[src/rtl/mem_port_arbiter.sv]
// Two-port arbiter in front of a single-port data memory. Every access takes
// three cycles: capture in IDLE, drive the memory in ACCESS, return data in RESP.
module mem_port_arbiter #(
  parameter int BITS_DATA  = 32,
  parameter int BITS_ADDR  = 16,
  parameter int PRIO_FIXED = 0
) (
  input  logic                 clk,
  input  logic                 reset,
  input  logic                 req0,
  input  logic                 we0,
  input  logic [BITS_ADDR-1:0] addr0,
  input  logic [BITS_DATA-1:0] wdata0,
  output logic                 gnt0,
  output logic                 rvalid0,
  output logic [BITS_DATA-1:0] rdata0,
  input  logic                 req1,
  input  logic                 we1,
  input  logic [BITS_ADDR-1:0] addr1,
  input  logic [BITS_DATA-1:0] wdata1,
  output logic                 gnt1,
  output logic                 rvalid1,
  output logic [BITS_DATA-1:0] rdata1,
  output logic [BITS_ADDR-1:0] mem_addr,
  output logic [BITS_DATA-1:0] mem_wdata,
  output logic                 mem_write,
  input  logic [BITS_DATA-1:0] mem_rdata,
  output logic                 busy
);

  typedef enum logic [1:0] {
    IDLE   = 2'b00,
    ACCESS = 2'b01,
    RESP   = 2'b10
  } state_t;

  state_t state_r;
  logic   owner_r;
  logic   last_owner_r;
  logic   we_r;
  logic   winner_s;

  // Tie-break: alternate against the last owner, or port 0 first when fixed.
  always_comb begin
    winner_s = 1'b0;
    if (req0 && req1) begin
      if (PRIO_FIXED != 0) begin
        winner_s = 1'b0;
      end else begin
        winner_s = ~last_owner_r;
      end
    end else if (req1) begin
      winner_s = 1'b1;
    end else begin
      winner_s = 1'b0;
    end
  end

  // Access sequencer; all handshake and memory-side outputs are registered here.
  always_ff @(posedge clk) begin
    if (reset) begin
      state_r      <= IDLE;
      owner_r      <= 1'b0;
      last_owner_r <= 1'b1;
      we_r         <= 1'b0;
      gnt0         <= 1'b0;
      gnt1         <= 1'b0;
      rvalid0      <= 1'b0;
      rvalid1      <= 1'b0;
      rdata0       <= {BITS_DATA{1'b0}};
      rdata1       <= {BITS_DATA{1'b0}};
      mem_addr     <= {BITS_ADDR{1'b0}};
      mem_wdata    <= {BITS_DATA{1'b0}};
      mem_write    <= 1'b0;
      busy         <= 1'b0;
    end else begin
      case (state_r)
        IDLE: begin
          rvalid0 <= 1'b0;
          rvalid1 <= 1'b0;
          if (req0 || req1) begin
            state_r      <= ACCESS;
            busy         <= 1'b1;
            owner_r      <= winner_s;
            last_owner_r <= winner_s;
            gnt0         <= ~winner_s;
            gnt1         <= winner_s;
            if (winner_s) begin
              mem_addr  <= addr1;
              mem_wdata <= wdata1;
              mem_write <= we1;
              we_r      <= we1;
            end else begin
              mem_addr  <= addr0;
              mem_wdata <= wdata0;
              mem_write <= we0;
              we_r      <= we0;
            end
          end else begin
            state_r <= IDLE;
            busy    <= 1'b0;
          end
        end
        ACCESS: begin
          // The write commits at this edge; mem_addr stays put for the read return.
          state_r   <= RESP;
          gnt0      <= 1'b0;
          gnt1      <= 1'b0;
          mem_write <= 1'b0;
        end
        RESP: begin
          state_r <= IDLE;
          busy    <= 1'b0;
          if (owner_r) begin
            rvalid1 <= 1'b1;
            if (!we_r) begin
              rdata1 <= mem_rdata;
            end
          end else begin
            rvalid0 <= 1'b1;
            if (!we_r) begin
              rdata0 <= mem_rdata;
            end
          end
        end
        default: begin
          state_r   <= IDLE;
          busy      <= 1'b0;
          gnt0      <= 1'b0;
          gnt1      <= 1'b0;
          rvalid0   <= 1'b0;
          rvalid1   <= 1'b0;
          mem_write <= 1'b0;
        end
      endcase
    end
  end

endmodule

[config.mk]
export PLATFORM = sky130hd
export DESIGN_NAME = mem_port_arbiter
export DESIGN_NICKNAME = d
export VERILOG_FILES = /design/src/rtl/mem_port_arbiter.sv
export SDC_FILE = /design/constraint.sdc
export NUM_CORES = 1
export LEC_CHECK = 0
export CAP_MARGIN = 20
export CORE_ASPECT_RATIO = 0.5
export CORE_MARGIN = 8
export CORE_UTILIZATION = 36
export CTS_CLUSTER_SIZE = 25
export DETAILED_ROUTE_END_ITERATION = 10
export PLACE_DENSITY = 0.73
export SETUP_SLACK_MARGIN = 0.05
export SYNTH_ARGS = -nofsm -noshare
export SYNTH_HDL_FRONTEND = slang
export SYNTH_SLANG_ARGS = --single-unit
export TNS_END_PERCENT = 1
[constraint.sdc]
create_clock -name clk -period 1.4 [get_ports clk]
set_input_delay 0.21 -clock clk [delete_from_list [all_inputs] [get_ports clk]]
set_output_delay 0.21 -clock clk [all_outputs]
set_load 0.01 [all_outputs]
==> flow_summary_export.csv, run 1 <==
group,metric,value,unit
status,status,"finished clean",
synth,ys_seq_area_share,49.9,%
clock_tree,cts_tree,"yes",
placed_design,place_congestion,0.797,
timing,fin_skew,13.7,ps
critical_path,cp-end-kind,"register",
die,dieArea,17900,µm²
critical_path,worst_setup_path_start_kind,"register",
drt,drcViolationCount,0,
die,die_h,98.8,µm
global_routing,antenna_found_initial,0,
finish,finalInstanceArea,8520,µm²
synth,syn-instance-count,601,
drt,wire_per_inst,17.8,µm
timing,setup_viol,0,
global_routing,gr-total-overflow,0,
pwr,power_leakage,0.00362,µW
placed_design,place_inst,1002,
placed_design,portBuffers,251,
die,ios,252,
synth,syn_area_per_cell,8.21,µm²
clock_tree,cts.sink_count,123,
global_routing,grt_pass1_vias,5154,
critical_path,worst_ep_required_time,1670,ps
synth,yosysTopAreaCellShare,49.9,%
synth,syn_area,4930,µm²
global_routing,grt_max_degree,49,
finish,drive_gt1_share,12.5,%
timing,rsz0062_at_grt,"yes",
placed_design,post-place-ws,-405,ps
synth,synthArstFlopShare,0,%
timing,tightest_slew,575,ps
timing,fmax,717,MHz
synth,ys.flop_type,"dfxtp_1",
pwr,ir_drop,675,µV
timing,finalHoldViolations,0,
critical_path,cp.arrival,1670,ps
die,die_w,182,µm
drt,drtPass1Iterations,4,
clock_tree,cts_root_buffer,"clkbuf_16",
hold_path,hold_class,"input port to register",
clock_tree,clk_latency,410,ps
critical_path,crit_fanout,13,
finish,syn2layout_area_growth,72.7,%
synth,synth-edff-count,0,
synth,syn-num-nets,735,
timing,fin_crit_sh,99.7,%
synth,yosysTopAreaCell,"dfxtp_1",
timing,fin_crit,1400,ps
clock_tree,cts.path.max_buffers,2,
placed_design,place_area,7750,µm²
synth,ys_ff_latch,123,
timing,finalMaxSlewViolations,0,
global_routing,grt_util_all_layers,18.9,%
die,fp-row-count,30,
drt,antenna_left,0,
pwr,total_power,10500,µW
timing,final.setup.tns,0,ps
finish,antennaDiodeCount,0,
timing,slew_headroom,61.7,%
die,coreArea,13500,µm²
drt,drtIter0Drc,229,
clock_tree,clkTransAtPathRegs,50,ps
synth,synthDistinctLibCells,29,
clock_tree,ctsHtreeMaxLevel,4,
drt,drt_wl_total,18600,µm
synth,synthTopCellsByArea,"dfxtp_1 (50%), nand2_1 (17%), a21oi_1 (12%), a311oi_1 (6.7%), a311oi_2 (3.0%)",
drt,via_per_inst,5.03,
drt,vias,5244,
finish,final_cells,1042,
clock_tree,cts_made_buffers,17,
global_routing,grt_pass1_wl,27700,µm
pwr,power_density,1230,nW/µm²
critical_path,critical_path_class,"register to register",
synth,synth_warnings,0,
timing,layout_setup_ws,4.47,ps
finish,nNetsFinal,987,
die,initial_core_util,36.6,%
clock_tree,hold_buffers,0,
placed_design,dp_hpwl,12500,µm
job,cap_violations,0,
-- synthesized netlist by cell type, drive strengths merged, types with 2 or more instances --
| library cell | n |
|---|---|
| clkbuf | 34 |
| a2111oi | 2 |
| a21bo | 2 |
| a21oi | 116 |
| dfxtp | 123 |
| buf | 24 |
| nor2b | 2 |
| nand2 | 227 |
| nor3 | 2 |
| mux2i | 3 |
| nor2 | 4 |
| a311oi | 48 |
| nor3b | 2 |
-- routing by layer --
layer,routed length [µm],GRT usage [%],up-vias
li1,-,-,2576
met4,263,6.57,0
met1,7280,20.5,2494
met2,9730,34.3,156
met3,1310,6.42,18
met5,0,0,-
-- worst max-delay path, cell delays in order, from the launching register on --
cell	delay, ps
dfxtp_1	460
a21boi_4	100
buf_4	200
buf_4	160
a2111oi_1	350
-- final cells by class --
class                      count  area [µm²]
fill                        1173        4960
clock buffer                  20         447
sequential                   123        2460
multi-input combinational    420        2280
clock inverter                12         195
tap                          176         220
timing repair buffer         291        2910
-- sequential cells by signal, indices dropped and copies added (netlist names) --
name,count
rdata1,32
gnt1,1
rdata0,32
we_r,1
busy,1
owner_r,1
state_r,2
last_owner_r,1
rvalid0,1
mem_wdata,32
rvalid1,1
mem_addr,16
mem_write,1
gnt0,1
-- logic make-up (layout without fill, tap and decap cells) --
logic type	Yosys count	count (layout)	synth area share [%]
xor gates and xnor gates	1	1	0.178
muxes	3	3	0.609
and+or+nand+nor	244	244	19.9
AOI/OAI and AO/OA	172	172	23.1
buffers and inverters	58	323	6.27
DFF	123	123	49.9
-- power by group --
group	total [µW]	leakage, µW	switching (µW)	internal [µW]
Combinational	1930	0.00231	914	1020
Clock	4750	0.000302	1550	3190
Sequential	3840	0.00101	113	3730
Total	10500	0.00362	2580	7940
-- path summary, 6_finish.rpt --
kind	from	end	cells after the start	slack, ps
max	last_owner_r	gnt0	4	4
min	reset	rvalid0	2	300
max reg2reg	last_owner_r	gnt0	4	4
min reg2reg	rdata0[3]	rdata0[3]	2	450
-- cells in the final DEF (no fill, tap or decap), types with 2 or more instances in the layout --
master | Yosys | routed
nand2_1 | 227 | 226
clkdlybuf4s50_1 | 0 | 132
dfxtp_1 | 123 | 121
dlygate4sd2_1 | 0 | 118
a21oi_1 | 116 | 111
a311oi_1 | 38 | 30
clkbuf_16 | 0 | 21
buf_4 | 2 | 19
a311oi_2 | 10 | 18
buf_12 | 0 | 12
a21oi_2 | 0 | 5
bufinv_16 | 0 | 5
clkinvlp_4 | 0 | 4
buf_6 | 9 | 4
mux2i_1 | 3 | 3
nor2_1 | 3 | 3
clkinv_2 | 0 | 3
nor2b_1 | 2 | 2
nor3_1 | 2 | 2
nor3b_1 | 2 | 2
clkbuf_1 | 34 | 2
buf_8 | 0 | 2
dfxtp_2 | 0 | 2
-- metrics by stage --
stage | util (%) | hold WS [ps]
3_5_place_dp | 57.5 | 444
3_3_place_gp | 57.5 | 439
5_1_grt | 63.2 | 289
4_1_cts | 61.3 | 273
6_report | 63.2 | 297
2_1_floorplan | - | 346
-- timing repair --
item | in CTS | in global routing
cloned | 0 | 5
pin swaps | 0 | 14
setup buffers | 0 | 3
endpoints found under the setup margin | 215 | 117
resized for setup | 124 | 27
hold endpoints to repair | 0 | 0
(Power assumes the default switching activity.)
==> run 2, diff against run 1 <==
CORE_MARGIN = not set   (was 8)
CORE_UTILIZATION = 41   (was 36)
CTS_BUF_LIST = sky130_fd_sc_hd__clkbuf_2 sky130_fd_sc_hd__clkbuf_4 sky130_fd_sc_hd__clkbuf_8   (was not set)
PLACE_DENSITY = 0.78   (was 0.73)
clock period = 1.3 ns   (was 1.4 ns; I/O delays follow)
==> run 2 against run 1 <==
Effect of this change:
- the flow now finishes with violations (negative setup slack)
- combinational power increased by 3%
- hold slack got worse by 87 ps
- clock power decreased by 26%
- via count increased by 0.76%
- clock-buffer cell count decreased by 2
- sequential power increased by 8.1%
- total power decreased by 8.2%
- core utilization increased by 8.7 points
- sequential share of layout area increased by 1.3 points
- largest cell class unchanged
- largest power group is now registers
==> flow_summary_export.csv, run 2 (synthesis results as in run 1) <==
group,metric,value,unit
status,status,"complete, but fails checks",
status,violations,"negative setup slack",
global_routing,grt_pass1_vias,5159,
pwr,switching_share,27.3,%
finish,mostFrequentLayoutCells,"nand2_1 (213), clkdlybuf4s50_1 (131), dfxtp_1 (117)",
timing,layout_setup_ws,-142,ps
clock_tree,cts.sink_count,123,
drt,routed.top_layer,"met4",
placed_design,place_congestion,0.795,
die,dieArea,12500,µm²
drt,dr_wl_met3,1030,µm
die,initial_core_util,43.5,%
timing,slew_headroom,69.7,%
timing,fin_crit_sh,111,%
drt,met1_length,6830,µm
job,cap_violations,0,
finish,layout_commonest_cell,"nand2_1",
critical_path,crit_fanout,7,
finish,antennaDiodeCount,0,
global_routing,grt_util_all_layers,25.8,%
clock_tree,cts_root_buffer,"clkbuf_8",
critical_path,cp-end-kind,"register",
pwr,pwr-share-seq,43.0,%
finish,drive_gt1_share,24.6,%
clock_tree,clk_latency,420,ps
die,fp-row-count,27,
timing,fin_crit,1440,ps
drt,drt_wl_total,16400,µm
die,ios,252,
hold_path,hp-start,"reset",
placed_design,place_area,7790,µm²
finish,finalInstanceArea,8170,µm²
drt,drtIter0Drc,290,
timing,fin_skew,7.63,ps
critical_path,timing.rr.end,"rdata1[31]",
die,die_w,157,µm
critical_path,worstPathCellList,"buf_8 -> nor4bb_4 -> buf_4 -> buf_6 -> nand2_1 -> a21oi_1",
drt,drcViolationCount,0,
critical_path,reg2reg_slack,-140,ps
critical_path,path_delay_family,"buffers and inverters",
pwr,clockPowerShare,36.4,%
drt,antenna_left,0,
global_routing,grt_max_degree,40,
critical_path,worst_ep_required_time,1650,ps
critical_path,worst_setup_path_start_kind,"register",
pwr,p_int,7030,µW
clock_tree,clkTransAtPathRegs,70,ps
clock_tree,cts.path.max_buffers,2,
global_routing,antenna_found_initial,0,
critical_path,cp.arrival,1790,ps
timing,fmax,694,MHz
finish,nNetsFinal,992,
global_routing,gr-total-overflow,0,
timing,finalMaxSlewViolations,0,
placed_design,portBuffers,251,
finish,reg.largest.list,"mem_wdata (32), rdata0 (32), rdata1 (32)",
critical_path,critical_path_buf_inv_count,3,
pwr,total_power,9660,µW
timing,holdWs,209,ps
pwr,ir_drop,578,µV
drt,via_per_inst,5.13,
clock_tree,ctsHtreeMaxLevel,4,
timing,finalHoldViolations,0,
drt,drtPass1Iterations,5,
placed_design,post-place-ws,-491,ps
critical_path,cp-endpoint,"rdata1[31]",
critical_path,max_stage_delay,370,ps
global_routing,grt_pass1_wl,25200,µm
pwr,power_density,1180,nW/µm²
critical_path,r2r_cells,6,
pwr,power_leakage,0.00317,µW
drt,vias,5284,
placed_design,dp_hpwl,11000,µm
finish,syn2layout_area_growth,65.6,%
critical_path,reg2reg_from,"state_r[0]",
die,die_h,79.6,µm
timing,tightest_slew,454,ps
die,coreArea,11400,µm²
clock_tree,cts_made_buffers,17,
pwr,power.net_switching,2630,µW
critical_path,critPathLaunch,"state_r[0]",
clock_tree,cts_tree,"yes",
critical_path,cp.depth,6,
hold_path,hold_path_depth,2,
critical_path,critPathSlowestCell,"dfxtp_4",
drt,wl_met2,7970,µm
timing,rsz0062_at_grt,"yes",
hold_path,hold_class,"input port to register",
timing,setup_viol,73,
pwr,combPwrFrac,20.6,%
drt,wire_per_inst,15.9,µm
critical_path,critical_path_class,"register to register",
run 2: cell count changes in the layout (fill, tap and decap cells not counted), moves of 15 or more:
cell / change
clkbuf_8: +17
dlygate4sd2_1: -115
clkbuf_2: +64
clkdlybuf4s15_2: +15
clkdlybuf4s15_1: +36
clkbuf_16: -21
run 2: what timing repair did:
action                     4_1_cts  5_1_grt
hold buffers                     0        0
cloned                           0        2
gates resized for setup        221      158
buffers inserted                 0        6
setup endpoints to repair      235      214
pin swaps                        3       49
run 2: worst min path at each step:
stage                     slack (ps)          to
after global placement           440  rdata0[26]
after CTS                        180  rdata1[31]
final                            210  rdata1[30]
after floorplan                  330  rdata0[28]
after detailed placement         440   rdata0[2]
after global routing             210  rdata1[30]
run 2: power groups by stage:
stage / combinational (µW) / clock (µW) / sequential, µW
floorplan: 762 / 0 / 4330
global placement: 2000 / 0 / 4230
detailed placement: 2030 / 0 / 4230
CTS: 1950 / 3590 / 4150
global route: 2140 / 3780 / 4180
finish: 1990 / 3520 / 4150
run 2: worst reg2reg max path, delay by kind of cell, from the launching register on:
kind,cells,cell delay (ps)
buf+inv,3,470
simple gates,2,390
flops,1,370
compound gates,1,140
run 2: through the flow:
step	setup TNS [ps]	utilization, %	instances
final	-3210	72.0	1030
after global routing	-9980	72.0	1030
after CTS	-4190	72.3	1022
after detailed placement	-27570	68.7	990
after global placement	-23540	68.7	990
after floorplan	-2380	-	601
run 2: area by class of cell:
cell class                      instances  area, µm²
Timing Repair Buffer                  296       2770
Multi-Input combinational cell        420       2300
Sequential cell                       123       2470
Tap cell                              159        199
Clock inverter                         14        171
Clock buffer                           18        248
Fill cell                             887       3180
run 2: metal layers:
layer  vias to the layer above  GRT usage, %
li1                       2582             -
met1                      2455          30.7
met2                       203          43.2
met3                        44          6.19
met4                         0          14.2
met5                         -             0
